**config.mk**
```make
export PLATFORM = sky130hd
export DESIGN_NAME = uart_rx_framer
export DESIGN_NICKNAME = d
export VERILOG_FILES = /design/src/rtl/uart_pkg.sv /design/src/rtl/bit_sync.sv /design/src/rtl/uart_rx_framer.sv
export SDC_FILE = /design/constraint.sdc
export NUM_CORES = 1
export LEC_CHECK = 0
export CAP_MARGIN = 10
export CORE_UTILIZATION = 59
export CTS_CLUSTER_DIAMETER = 100
export DETAILED_ROUTE_END_ITERATION = 10
export PLACE_DENSITY = 0.83
export SYNTH_ARGS = -nofsm -noshare
export SYNTH_HDL_FRONTEND = slang
export SYNTH_SLANG_ARGS = --single-unit
```
**constraint.sdc**
```tcl
create_clock -name CLK -period 5.2 [get_ports CLK]
set_input_delay 1.04 -clock CLK [delete_from_list [all_inputs] [get_ports CLK]]
set_output_delay 1.04 -clock CLK [all_outputs]
set_load 0.05 [all_outputs]
```
**src/rtl/uart_pkg.sv**
```systemverilog
// -----------------------------------------------------------------------------
// uart_pkg
// Shared definitions for the UART blocks.
//   uart_rx_state_t : receive framer state encoding
//   clks_per_bit()  : clock cycles per serial bit. Kept here so the receiver
//                     and the future transmitter round the baud divisor
//                     identically (integer division, truncating).
// -----------------------------------------------------------------------------
package uart_pkg;

  typedef enum logic [2:0] {
    IDLE,
    START,
    DATA,
    STOP,
    RECOVER
  } uart_rx_state_t;

  function automatic int clks_per_bit(input int clk_freq, input int baud);
    return clk_freq / baud;
  endfunction

endpackage

```
**src/rtl/bit_sync.sv**
```systemverilog
// -----------------------------------------------------------------------------
// bit_sync
// Two-flop synchroniser for a single asynchronous level signal.
//   clk      : destination clock
//   rst_n    : asynchronous active-low reset; both flops load RESET_VAL
//   d_in     : asynchronous input
//   q_out    : synchronised output (two clk cycles of latency)
// RESET_VAL should match the idle level of the input so that leaving reset
// does not look like an edge on the line.
// -----------------------------------------------------------------------------
module bit_sync #(
  parameter logic RESET_VAL = 1'b1
) (
  input  logic clk,
  input  logic rst_n,
  input  logic d_in,
  output logic q_out
);

  logic meta_q;
  logic sync_q;

  // NOTE: sequential state uses non-blocking assignments so both flops sample
  // their inputs from before the edge; blocking here would collapse the chain
  // into a single stage.
  always_ff @(posedge clk or negedge rst_n) begin
    if (!rst_n) begin
      meta_q <= RESET_VAL;
      sync_q <= RESET_VAL;
    end else begin
      meta_q <= d_in;
      sync_q <= meta_q;
    end
  end

  assign q_out = sync_q;

endmodule

```
**src/rtl/uart_rx_framer.sv**
```systemverilog
// -----------------------------------------------------------------------------
// uart_rx_framer
// Asynchronous serial receiver: 1 start bit, WIDTH data bits LSB first,
// 1 stop bit, no parity. Each good byte is presented to the downstream FIFO
// as a one-cycle write strobe with data.
//
// Parameters
//   CLK_FREQ      : clock frequency in Hz
//   BAUD          : line rate in bit/s
//   WIDTH         : data bits per frame
// Ports
//   CLK           : system clock, rising edge
//   rst_in        : asynchronous active-low reset
//   rx_in         : raw serial line, asynchronous, idles high
//   full_in       : FIFO full flag, looked at only in the stop-sample cycle
//   data_out      : last byte written to the FIFO (held until the next write)
//   wr_out        : one-cycle FIFO write strobe
//   frame_err_out : one-cycle pulse, stop bit sampled low
//   overrun_out   : one-cycle pulse, good byte dropped because FIFO was full
//   busy_out      : high whenever the framer is not in IDLE
//
// Timing (cycle 0 = first IDLE cycle with the synchronised line low):
//   start sample at H, data bit i at H + (i+1)*CPB, stop at H + (WIDTH+1)*CPB;
//   strobes appear in the cycle after the stop sample, which is also the
//   first cycle back in IDLE, so a new start bit may follow the stop-bit
//   midpoint directly.
// -----------------------------------------------------------------------------
module uart_rx_framer
  import uart_pkg::*;
#(
  parameter int CLK_FREQ = 12000000,
  parameter int BAUD     = 115200,
  parameter int WIDTH    = 8
) (
  input  logic             CLK,
  input  logic             rst_in,
  input  logic             rx_in,
  input  logic             full_in,
  output logic [WIDTH-1:0] data_out,
  output logic             wr_out,
  output logic             frame_err_out,
  output logic             overrun_out,
  output logic             busy_out
);

  localparam int CPB   = clks_per_bit(CLK_FREQ, BAUD);
  localparam int H     = CPB / 2;
  localparam int CNT_W = $clog2(CPB);
  localparam int IDX_W = $clog2(WIDTH + 1);

  localparam logic [CNT_W-1:0] HALF_LAST = CNT_W'(H - 1);
  localparam logic [CNT_W-1:0] BIT_LAST  = CNT_W'(CPB - 1);
  localparam logic [IDX_W-1:0] IDX_LAST  = IDX_W'(WIDTH - 1);

  // Below four clocks per bit the half-bit start check and the full-bit
  // sampling grid can no longer be told apart.
  if (CPB < 4) begin : g_cpb_too_small
    $error("uart_rx_framer: CLK_FREQ/BAUD must be at least 4");
  end

  // ---------------------------------------------------------------------------
  // Line synchroniser; resets to the idle level.
  // ---------------------------------------------------------------------------
  logic rx_s;

  bit_sync #(
    .RESET_VAL (1'b1)
  ) u_rx_sync (
    .clk   (CLK),
    .rst_n (rst_in),
    .d_in  (rx_in),
    .q_out (rx_s)
  );

  // ---------------------------------------------------------------------------
  // State and datapath registers
  // ---------------------------------------------------------------------------
  uart_rx_state_t   state_q, state_d;
  logic [CNT_W-1:0] cnt_q,   cnt_d;
  logic [IDX_W-1:0] idx_q,   idx_d;
  logic [WIDTH-1:0] shift_q, shift_d;
  logic [WIDTH-1:0] data_q,  data_d;
  logic             wr_q,    wr_d;
  logic             ferr_q,  ferr_d;
  logic             ovr_q,   ovr_d;

  // New bit enters at the MSB; after WIDTH shifts the first (LSB) bit has
  // walked down to bit 0. Built via a concatenation so WIDTH = 1 also works.
  logic [WIDTH:0]   shift_ext;
  assign shift_ext = {rx_s, shift_q};

  always_ff @(posedge CLK or negedge rst_in) begin
    if (!rst_in) begin
      state_q <= IDLE;
      cnt_q   <= '0;
      idx_q   <= '0;
      shift_q <= '0;
      data_q  <= '0;
      wr_q    <= 1'b0;
      ferr_q  <= 1'b0;
      ovr_q   <= 1'b0;
    end else begin
      state_q <= state_d;
      cnt_q   <= cnt_d;
      idx_q   <= idx_d;
      shift_q <= shift_d;
      data_q  <= data_d;
      wr_q    <= wr_d;
      ferr_q  <= ferr_d;
      ovr_q   <= ovr_d;
    end
  end

  // ---------------------------------------------------------------------------
  // Next-state and output logic
  // ---------------------------------------------------------------------------
  always_comb begin
    // NOTE: every signal gets a default before the case so that no path
    // leaves one unassigned, which would otherwise infer a latch.
    state_d = state_q;
    cnt_d   = cnt_q + CNT_W'(1);
    idx_d   = idx_q;
    shift_d = shift_q;
    data_d  = data_q;
    wr_d    = 1'b0;
    ferr_d  = 1'b0;
    ovr_d   = 1'b0;

    case (state_q)
      IDLE: begin
        cnt_d = '0;
        if (!rx_s) begin
          state_d = START;
        end
      end

      START: begin
        // Mid-point of the start bit: a line that is high again was noise.
        if (cnt_q == HALF_LAST) begin
          if (rx_s) begin
            state_d = IDLE;
          end else begin
            state_d = DATA;
            cnt_d   = '0;
            idx_d   = '0;
          end
        end
      end

      DATA: begin
        if (cnt_q == BIT_LAST) begin
          cnt_d   = '0;
          shift_d = shift_ext[WIDTH:1];
          idx_d   = idx_q + IDX_W'(1);
          if (idx_q == IDX_LAST) begin
            state_d = STOP;
          end
        end
      end

      STOP: begin
        if (cnt_q == BIT_LAST) begin
          cnt_d = '0;
          if (rx_s) begin
            state_d = IDLE;
            if (full_in) begin
              ovr_d = 1'b1;
            end else begin
              wr_d   = 1'b1;
              data_d = shift_q;
            end
          end else begin
            ferr_d  = 1'b1;
            state_d = RECOVER;
          end
        end
      end

      RECOVER: begin
        // Line stuck low (break): only a return to idle re-arms the framer.
        cnt_d = '0;
        if (rx_s) begin
          state_d = IDLE;
        end
      end

      default: begin
        state_d = IDLE;
        cnt_d   = '0;
      end
    endcase
  end

  assign data_out      = data_q;
  assign wr_out        = wr_q;
  assign frame_err_out = ferr_q;
  assign overrun_out   = ovr_q;
  assign busy_out      = (state_q != IDLE);

endmodule
```
* Yosys cells after proc, flatten, opt, wreduce, memory -nomap -nowiden
Cells that the tools add are included.
Storage, ports and cells: bits in registers 35, input bits 4, output and inout bits 12
Operators by class: add/subtract/negate cells 2, equality and inequality tests 14, mux-type cells 28, bitwise gates (word level) 1, reductions and logical operators 8
Operator list (count):
- 2-to-1 mux 3 bit | 7
- 2-to-1 mux 7 bit | 3
- one-hot mux 3 bit (5 select lines) | 1
- one-hot mux 7 bit (2 select lines) | 1
- 2-to-1 mux 4 bit | 3
- != test 2 bit, second input constant | 6
- 2-to-1 mux 1 bit | 11
- one-hot mux 4 bit (2 select lines) | 1
- AND reduction 4 bit | 2
- adder 7 x 1 -> 7 bit, second input constant | 1
- equality test 7 x 6 -> 1 bit, second input constant | 1
- equality test 7 bit, second input constant | 1
- equality test 3 x 2 -> 1 bit, second input constant | 2
- AND reduction 6 bit | 1
- adder 4 x 1 -> 4 bit, second input constant | 1
- equality test 4 x 3 -> 1 bit, second input constant | 1
- equality test 3 x 1 -> 1 bit, second input constant | 1
- equality test 3 bit, second input constant | 1
- logical NOT 3 bit | 1
- nonzero test 3 bit | 1
- 2-to-1 mux 2 bit | 1
- != test 2 x 1 -> 1 bit, second input constant | 1
- AND reduction 2 bit | 1
- nonzero test 2 bit | 1
- other kinds (2) | 2

* Depth between registers and ports, before layout
Gate-level depths: netlist of run 1.
depth in word-level cells 4, depth in mapped cells 7, gate-level depth less buffers 5

* Hierarchy
Synthesis of run 1 repeated with hierarchy kept, for this count alone.
Unflattened totals: cells, all modules 120, area total of the unflattened synthesis 1506.4 um2
By module, submodules not included:
- uart_rx_framer | instances 1, cells each 118, area each 1453.9 um2, seq. area each 825.8 um2
- bit_sync | instances 1, cells each 2, area each 52.6 um2, seq. area each 52.6 um2

* Worst setup path after synthesis of run 1
Ideal clock, no wire load.
kind register -> output, start point reg state_q[1], end point out busy_out, data arrival time 1120 ps, slack 3040 ps, stages on the path, launching flop included 3, path buffers 1, cells stage by stage dfrtp_1 clkbuf_1 or3_1
Between the ends: cells in the longest elaborated chain, start to end 1
RTL lines:
- start, declared | line uart_rx_framer.sv:78 | uart_rx_state_t state_q, state_d;
- start signal, assigned | line uart_rx_framer.sv:103 | state_q <= state_d;
- nonzero test 3 bit | line uart_rx_framer.sv:198 | assign busy_out = (state_q != IDLE);
- end, declared | line uart_rx_framer.sv:43 | output logic busy_out
Every way passes these cells.

* Worst setup path after layout of run 1
start point reg state_q[2], end point out busy_out
Same word-level chain as after synthesis.

==> flow_summary.yaml, run 1 <==
floorplanning:
  fp.coreArea_um2: 2450
  ios: 16
  num_rows: 18
  die_y_um: 52.8
  start_util: 0.621
  dieArea_um2: 2790
  fp.dieW_um: 52.8
sta:
  relSlewSlack: 0.645
  max_freq_ghz: 0.330
  finalMaxSlewViolations: 0
  period_minus_slack_ns: 3.03
  rsz0062_at_grt: "no"
  clock_skew_ns: 0.00908
  worst_pin_slew_ns: 0.532
  finalHoldViolCount: 0
  finalSetupTns_ns: 0
  timing.final.crit_share: 0.582
  setup_viol: 0
detailed_routing:
  drtPass1Iterations: 4
  antenna_left: 0
  dr_total_vias: 993
  drc: 0
  totalWireLength_mm: 2.68
  vias_per_cell: 5.71
  wire_per_inst_um: 15.4
  drt_iter0_drc: 16
pwr:
  p_leak_nw: 0.806
  swShare: 0.218
  p_switching_mw: 0.0989
  vdd_drop_max_uv: 232
  comb_power_share: 0.021
  p_clk_frac: 0.375
  total_power_mw: 0.454
  seq_power_share: 0.604
  power.density_nw_per_um2: 257
  intPower_mw: 0.355
logic_synthesis:
  synth_top_flop_cell: "dfrtp_1"
  synth-xor-area-share: 0.0402
  synth-warning-count: 0
  yosysTopAreaCell: "dfrtp_1"
  mappedNetlistArea_um2: 1520
  synth_compound_area_frac: 0.0419
  syn_inst: 124
  synth_edf_count: 0
  syn_nets: 130
  synthSimpleGateAreaFrac: 0.176
  synth_top_family_by_area: "simple AND/OR/NAND/NOR gates"
  synth_seq_cells: 35
  synth_top_area_share: 0.542
  synth.area.mux_share: 0.124
  yosysSeqAreaShare: 0.576
  synth_common_cells: "dfrtp_1, mux2_2, nor2_1"
  synth_fa_ha_area_frac: 0.0164
  synth_area_leaders: "dfrtp_1, mux2_2, dfstp_2"
  avgSynthCellArea_um2: 12.3
  synth.most_common_cell: "dfrtp_1"
  synth-async-reset-ratio: 1.00
  synth.distinct_cells: 33
critical_path:
  worst-setup-path-type: "reg2out"
  crit_path_start_kind: "register"
  slowest_delay_ns: 0.70
  cp-end-kind: "primary output"
  critPathRequiredTime_ns: 4.16
  r2r_slack_ns: 2.98
  path_cells: "or3_1, clkdlybuf4s50_1"
  critical_path.top_delay_family: "buffers and inverters"
  r2r_end: "idx_q[3]"
  critPathBufInv: 1
  critPathLaunch: "state_q[2]"
  path_depth: 2
  cp_max_fo: 14
  arrival_ns: 1.99
  worstSetupEndpoint: "busy_out"
  cpMaxStageDelayCell: "clkdlybuf4s50_1"
  worstRegToRegCells: 5
  r2r-start: "cnt_q[0]"
layout:
  syn2layout_area_growth_pct: 16.0
  num_antenna_cells: 0
  fillers: 190
  fin_nets: 149
  drive_above_1_share: 0.215
  final_util: 0.720
  stdcell_count: 174
  fin_area_um2: 1770
cts:
  clockBufferDepth: 2
  htreeDepth: 2
  root_buffer: "clkbuf_4"
  holdBufCountCts: 0
  cts_tree: "yes"
  cts_resized: 0
  cts.sinks: 35
  clock_latency_ns: 0.34
  post_cts_buffers: 0
  numCtsBuffers: 5
  path_clk_slew_ns: 0.11
outcome:
  status: "completed"
job:
  maxCapViolations: 0
global_route:
  overflow: 0
  grt_pass1_vias: 1010
  grt_pass1_wl_mm: 4.40
  antenna_found_initial: 0
  grt_usage: 0.232
  grt_start_max_net_pins: 36
placement:
  dp_hpwl_mm: 1.86
  dp.cells: 166
  gp_congestion: 0.869
  numPortBuffers: 15
  dpl_cell_area_um2: 1700
min_path:
  hold_path.class: "reg2reg"
## power groups by stage
| stage | clock, mW | sequential (mW) | combinational [mW] |
|---|---|---|---|
| after floorplan | 0 | 0.279 | 0.000985 |
| after global placement | 0 | 0.279 | 0.00962 |
| after detailed placement | 0 | 0.279 | 0.00989 |
| after CTS | 0.174 | 0.274 | 0.00996 |
| after global routing | 0.186 | 0.274 | 0.0111 |
| final | 0.170 | 0.274 | 0.00943 |
## kinds of logic (layout without fill, tap and decap cells)
family,Yosys count,in the layout
flip-flops,35,35
XOR/XNOR,7,7
AND/OR/NAND/NOR,43,43
multiplexers,17,17
buffers and inverters,8,28
AO/OA/AOI/OAI,12,12
adder cells (fa/ha/maj),2,2
## per-stage QoR
stage	hold WS (ns)	setup slack, ns
floorplan	0.345	3.04
global placement	0.346	2.56
detailed placement	0.351	2.55
CTS	0.365	2.16
global route	0.371	2.10
finish	0.364	2.17
## area by class of cell
cell class | instances | area [µm²] | share of cell area
Inverter | 4 | 15.0 | 0.00849
Tap cell | 30 | 37.5 | 0.0212
Sequential cell | 35 | 878 | 0.497
Clock buffer | 7 | 65.1 | 0.0368
Clock inverter | 1 | 7.51 | 0.00425
Multi-Input combinational cell | 81 | 607 | 0.343
Timing Repair Buffer | 16 | 158 | 0.0892
## sequential cells by signal, summed over array words and instances (netlist names)
register          count
u_rx_sync.meta_q      1
state_q               3
shift_q               8
overrun_out           1
data_out              8
frame_err_out         1
idx_q                 4
u_rx_sync.q_out       1
cnt_q                 7
wr_out                1
## placed cells by master (no fill, tap or decap)
cell and instances:
dfrtp_1 33, mux2_2 15, clkdlybuf4s50_1 15, nor2_1 7
nand3_1 6, nor3_1 6, nand2_1 6, a21oi_1 5
clkbuf_4 5, inv_1 4, xor2_1 4, o21ai_0 4
xnor2_1 3, or3_1 2, nor2b_1 2, a31oi_1 2
mux2i_1 2, nor3b_1 2, nand4_1 2, ha_1 2
clkbuf_8 2, dfstp_2 2, and4bb_2 1, and4b_1 1
nand3b_1 1, and3_1 1, and2b_2 1, and3b_2 1
nand3_4 1, nor4b_1 1, o22ai_1 1, nand4b_1 1
nor3_4 1, clkinvlp_4 1, buf_4 1
## routing by layer
layer	GRT usage	vias to the layer above	wire length (µm)	share of wire
met1	0.275	486	1180	0.44
met5	0	-	0	0
li1	-	477	-	-
met2	0.367	23	1320	0.49
met3	0.0870	7	123	0.046
met4	0.118	0	58	0.022
## worst min path at each step
stage	startpoint	endpoint	slack, ns	depth (start not counted)
6_report	u_rx_sync.meta_q	u_rx_sync.q_out	0.36	0
5_1_grt	u_rx_sync.meta_q	u_rx_sync.q_out	0.37	0
4_1_cts	u_rx_sync.meta_q	u_rx_sync.q_out	0.37	0
3_5_place_dp	u_rx_sync.meta_q	u_rx_sync.q_out	0.35	0
3_3_place_gp	u_rx_sync.meta_q	u_rx_sync.q_out	0.35	0
2_1_floorplan	u_rx_sync.meta_q	u_rx_sync.q_out	0.35	0
Note: power is estimated with default switching activity, not from simulation.
==> run 2, diff against run 1 <==
--- a/config.mk
+++ b/config.mk
@@ -6,10 +6,10 @@
 export NUM_CORES = 1
 export LEC_CHECK = 0
 export CAP_MARGIN = 10
-export CORE_UTILIZATION = 59
+export CORE_UTILIZATION = 55
 export CTS_CLUSTER_DIAMETER = 100
 export DETAILED_ROUTE_END_ITERATION = 10
-export PLACE_DENSITY = 0.83
+export PLACE_DENSITY = 0.78
 export SYNTH_ARGS = -nofsm -noshare
 export SYNTH_HDL_FRONTEND = slang
 export SYNTH_SLANG_ARGS = --single-unit
==> constraint.sdc (replaced) <==
create_clock -name CLK -period 3.05 [get_ports CLK]
set_input_delay 0.61 -clock CLK [delete_from_list [all_inputs] [get_ports CLK]]
set_output_delay 0.61 -clock CLK [all_outputs]
set_load 0.05 [all_outputs]
==> flow_summary.yaml, run 2 (synthesis gave the netlist of run 1 again) <==
detailed_routing:
  drc: 0
  drt_iter0_drc: 13
  vias_per_cell: 5.68
  drtPass1Iterations: 6
  totalWireLength_mm: 2.55
  antenna_left: 0
  dr_total_vias: 989
  wire_per_inst_um: 14.6
cts:
  root_buffer: "clkbuf_4"
  clock_latency_ns: 0.34
  cts_tree: "yes"
  holdBufCountCts: 0
  post_cts_buffers: 0
  htreeDepth: 2
  numCtsBuffers: 5
  path_clk_slew_ns: 0.10
  cts.sinks: 35
  clockBufferDepth: 2
  cts_resized: 0
sta:
  rsz0062_at_grt: "no"
  finalMaxSlewViolations: 0
  max_freq_ghz: 0.383
  relSlewSlack: 0.666
  finalHoldViolCount: 0
  period_minus_slack_ns: 2.61
  fin_ws_ns: 0.438
  timing.hold.ws_ns: 0.359
  worst_pin_slew_ns: 0.487
  finalSetupTns_ns: 0
  timing.final.crit_share: 0.857
  setup_viol: 0
  clock_skew_ns: 0.00854
min_path:
  hold_start: "u_rx_sync.meta_q"
  holdPathStages: 0
  holdPathEnd: "u_rx_sync.q_out"
  hold_path.class: "reg2reg"
floorplanning:
  fp.dieW_um: 54.6
  num_rows: 18
  fp.coreArea_um2: 2540
  dieArea_um2: 2990
  ios: 16
  start_util: 0.599
  die_y_um: 54.6
pwr:
  intPower_mw: 0.560
  comb_power_share: 0.022
  p_switching_mw: 0.159
  total_power_mw: 0.719
  p_leak_nw: 0.798
  swShare: 0.221
  seq_power_share: 0.649
  power.density_nw_per_um2: 412
  p_clk_frac: 0.329
  vdd_drop_max_uv: 418
placement:
  dpl_cell_area_um2: 1700
  numPortBuffers: 15
  dp_hpwl_mm: 1.79
  dp.cells: 166
  dp_worst_setup_slack_ns: 0.820
  gp_congestion: 0.826
critical_path:
  worstRegToRegCells: 5
  crit_path_start_kind: "register"
  cp-end-kind: "primary output"
  worst-setup-path-type: "reg2out"
  critPathRequiredTime_ns: 2.44
  cp_max_fo: 14
  r2r_end: "idx_q[3]"
  r2r_slack_ns: 0.89
  arrival_ns: 2.00
  r2r-start: "cnt_q[0]"
layout:
  seq_area_um2: 878
  final_util: 0.686
  fin_nets: 149
  final_cell_mix: "dfrtp_1, mux2_2, clkdlybuf4s50_1, nor2_1"
  num_antenna_cells: 0
  fillers: 194
  drive_above_1_share: 0.201
  multi_input_area_um2: 607
  stdcell_count: 174
  fin_area_um2: 1750
  syn2layout_area_growth_pct: 14.5
  final_common_cell: "dfrtp_1"
global_route:
  grt_start_max_net_pins: 36
  overflow: 0
  grt_pass1_wl_mm: 4.15
  grt_usage: 0.215
  antenna_found_initial: 0
  grt_pass1_vias: 943
job:
  maxCapViolations: 0
outcome:
  status: "completed"
==> run 2: worst max-delay path by stage <==
| stage | slack, ns | start | depth (start not counted) | end |
|---|---|---|---|---|
| 6_report | 0.44 | state_q[2] | 2 | busy_out |
| 5_1_grt | 0.37 | state_q[2] | 2 | busy_out |
| 4_1_cts | 0.43 | state_q[2] | 2 | busy_out |
| 3_5_place_dp | 0.82 | state_q[2] | 2 | busy_out |
| 3_3_place_gp | 0.84 | state_q[2] | 2 | busy_out |
| 2_1_floorplan | 1.32 | state_q[1] | 2 | busy_out |
==> run 2: worst max-delay path, cell delays in order, from the launching register on <==
cell and delay, ns:
dfrtp_1 0.54, or3_1 0.42, clkdlybuf4s50_1 0.70
==> run 2: final cells by class <==
class | count | share of cell area
multi-input combinational | 81 | 0.348
clock inverter | 1 | 0.00287
clock buffer | 7 | 0.0258
inverter | 4 | 0.00860
tap | 30 | 0.0215
sequential | 35 | 0.503
timing repair buffer | 16 | 0.0903
==> run 2: layer usage <==
| layer | track usage | routed length [µm] |
|---|---|---|
| met1 | 0.252 | 1150 |
| met2 | 0.319 | 1220 |
| met3 | 0.0917 | 109 |
| met4 | 0.137 | 66 |
| met5 | 0 | 0 |
==> run 2: power groups by stage <==
stage	sequential [mW]	clock [mW]	combinational, mW
global route	0.468	0.263	0.0189
detailed placement	0.476	0	0.0169
finish	0.467	0.236	0.0158
CTS	0.467	0.244	0.0168
global placement	0.476	0	0.0165
floorplan	0.476	0	0.00168
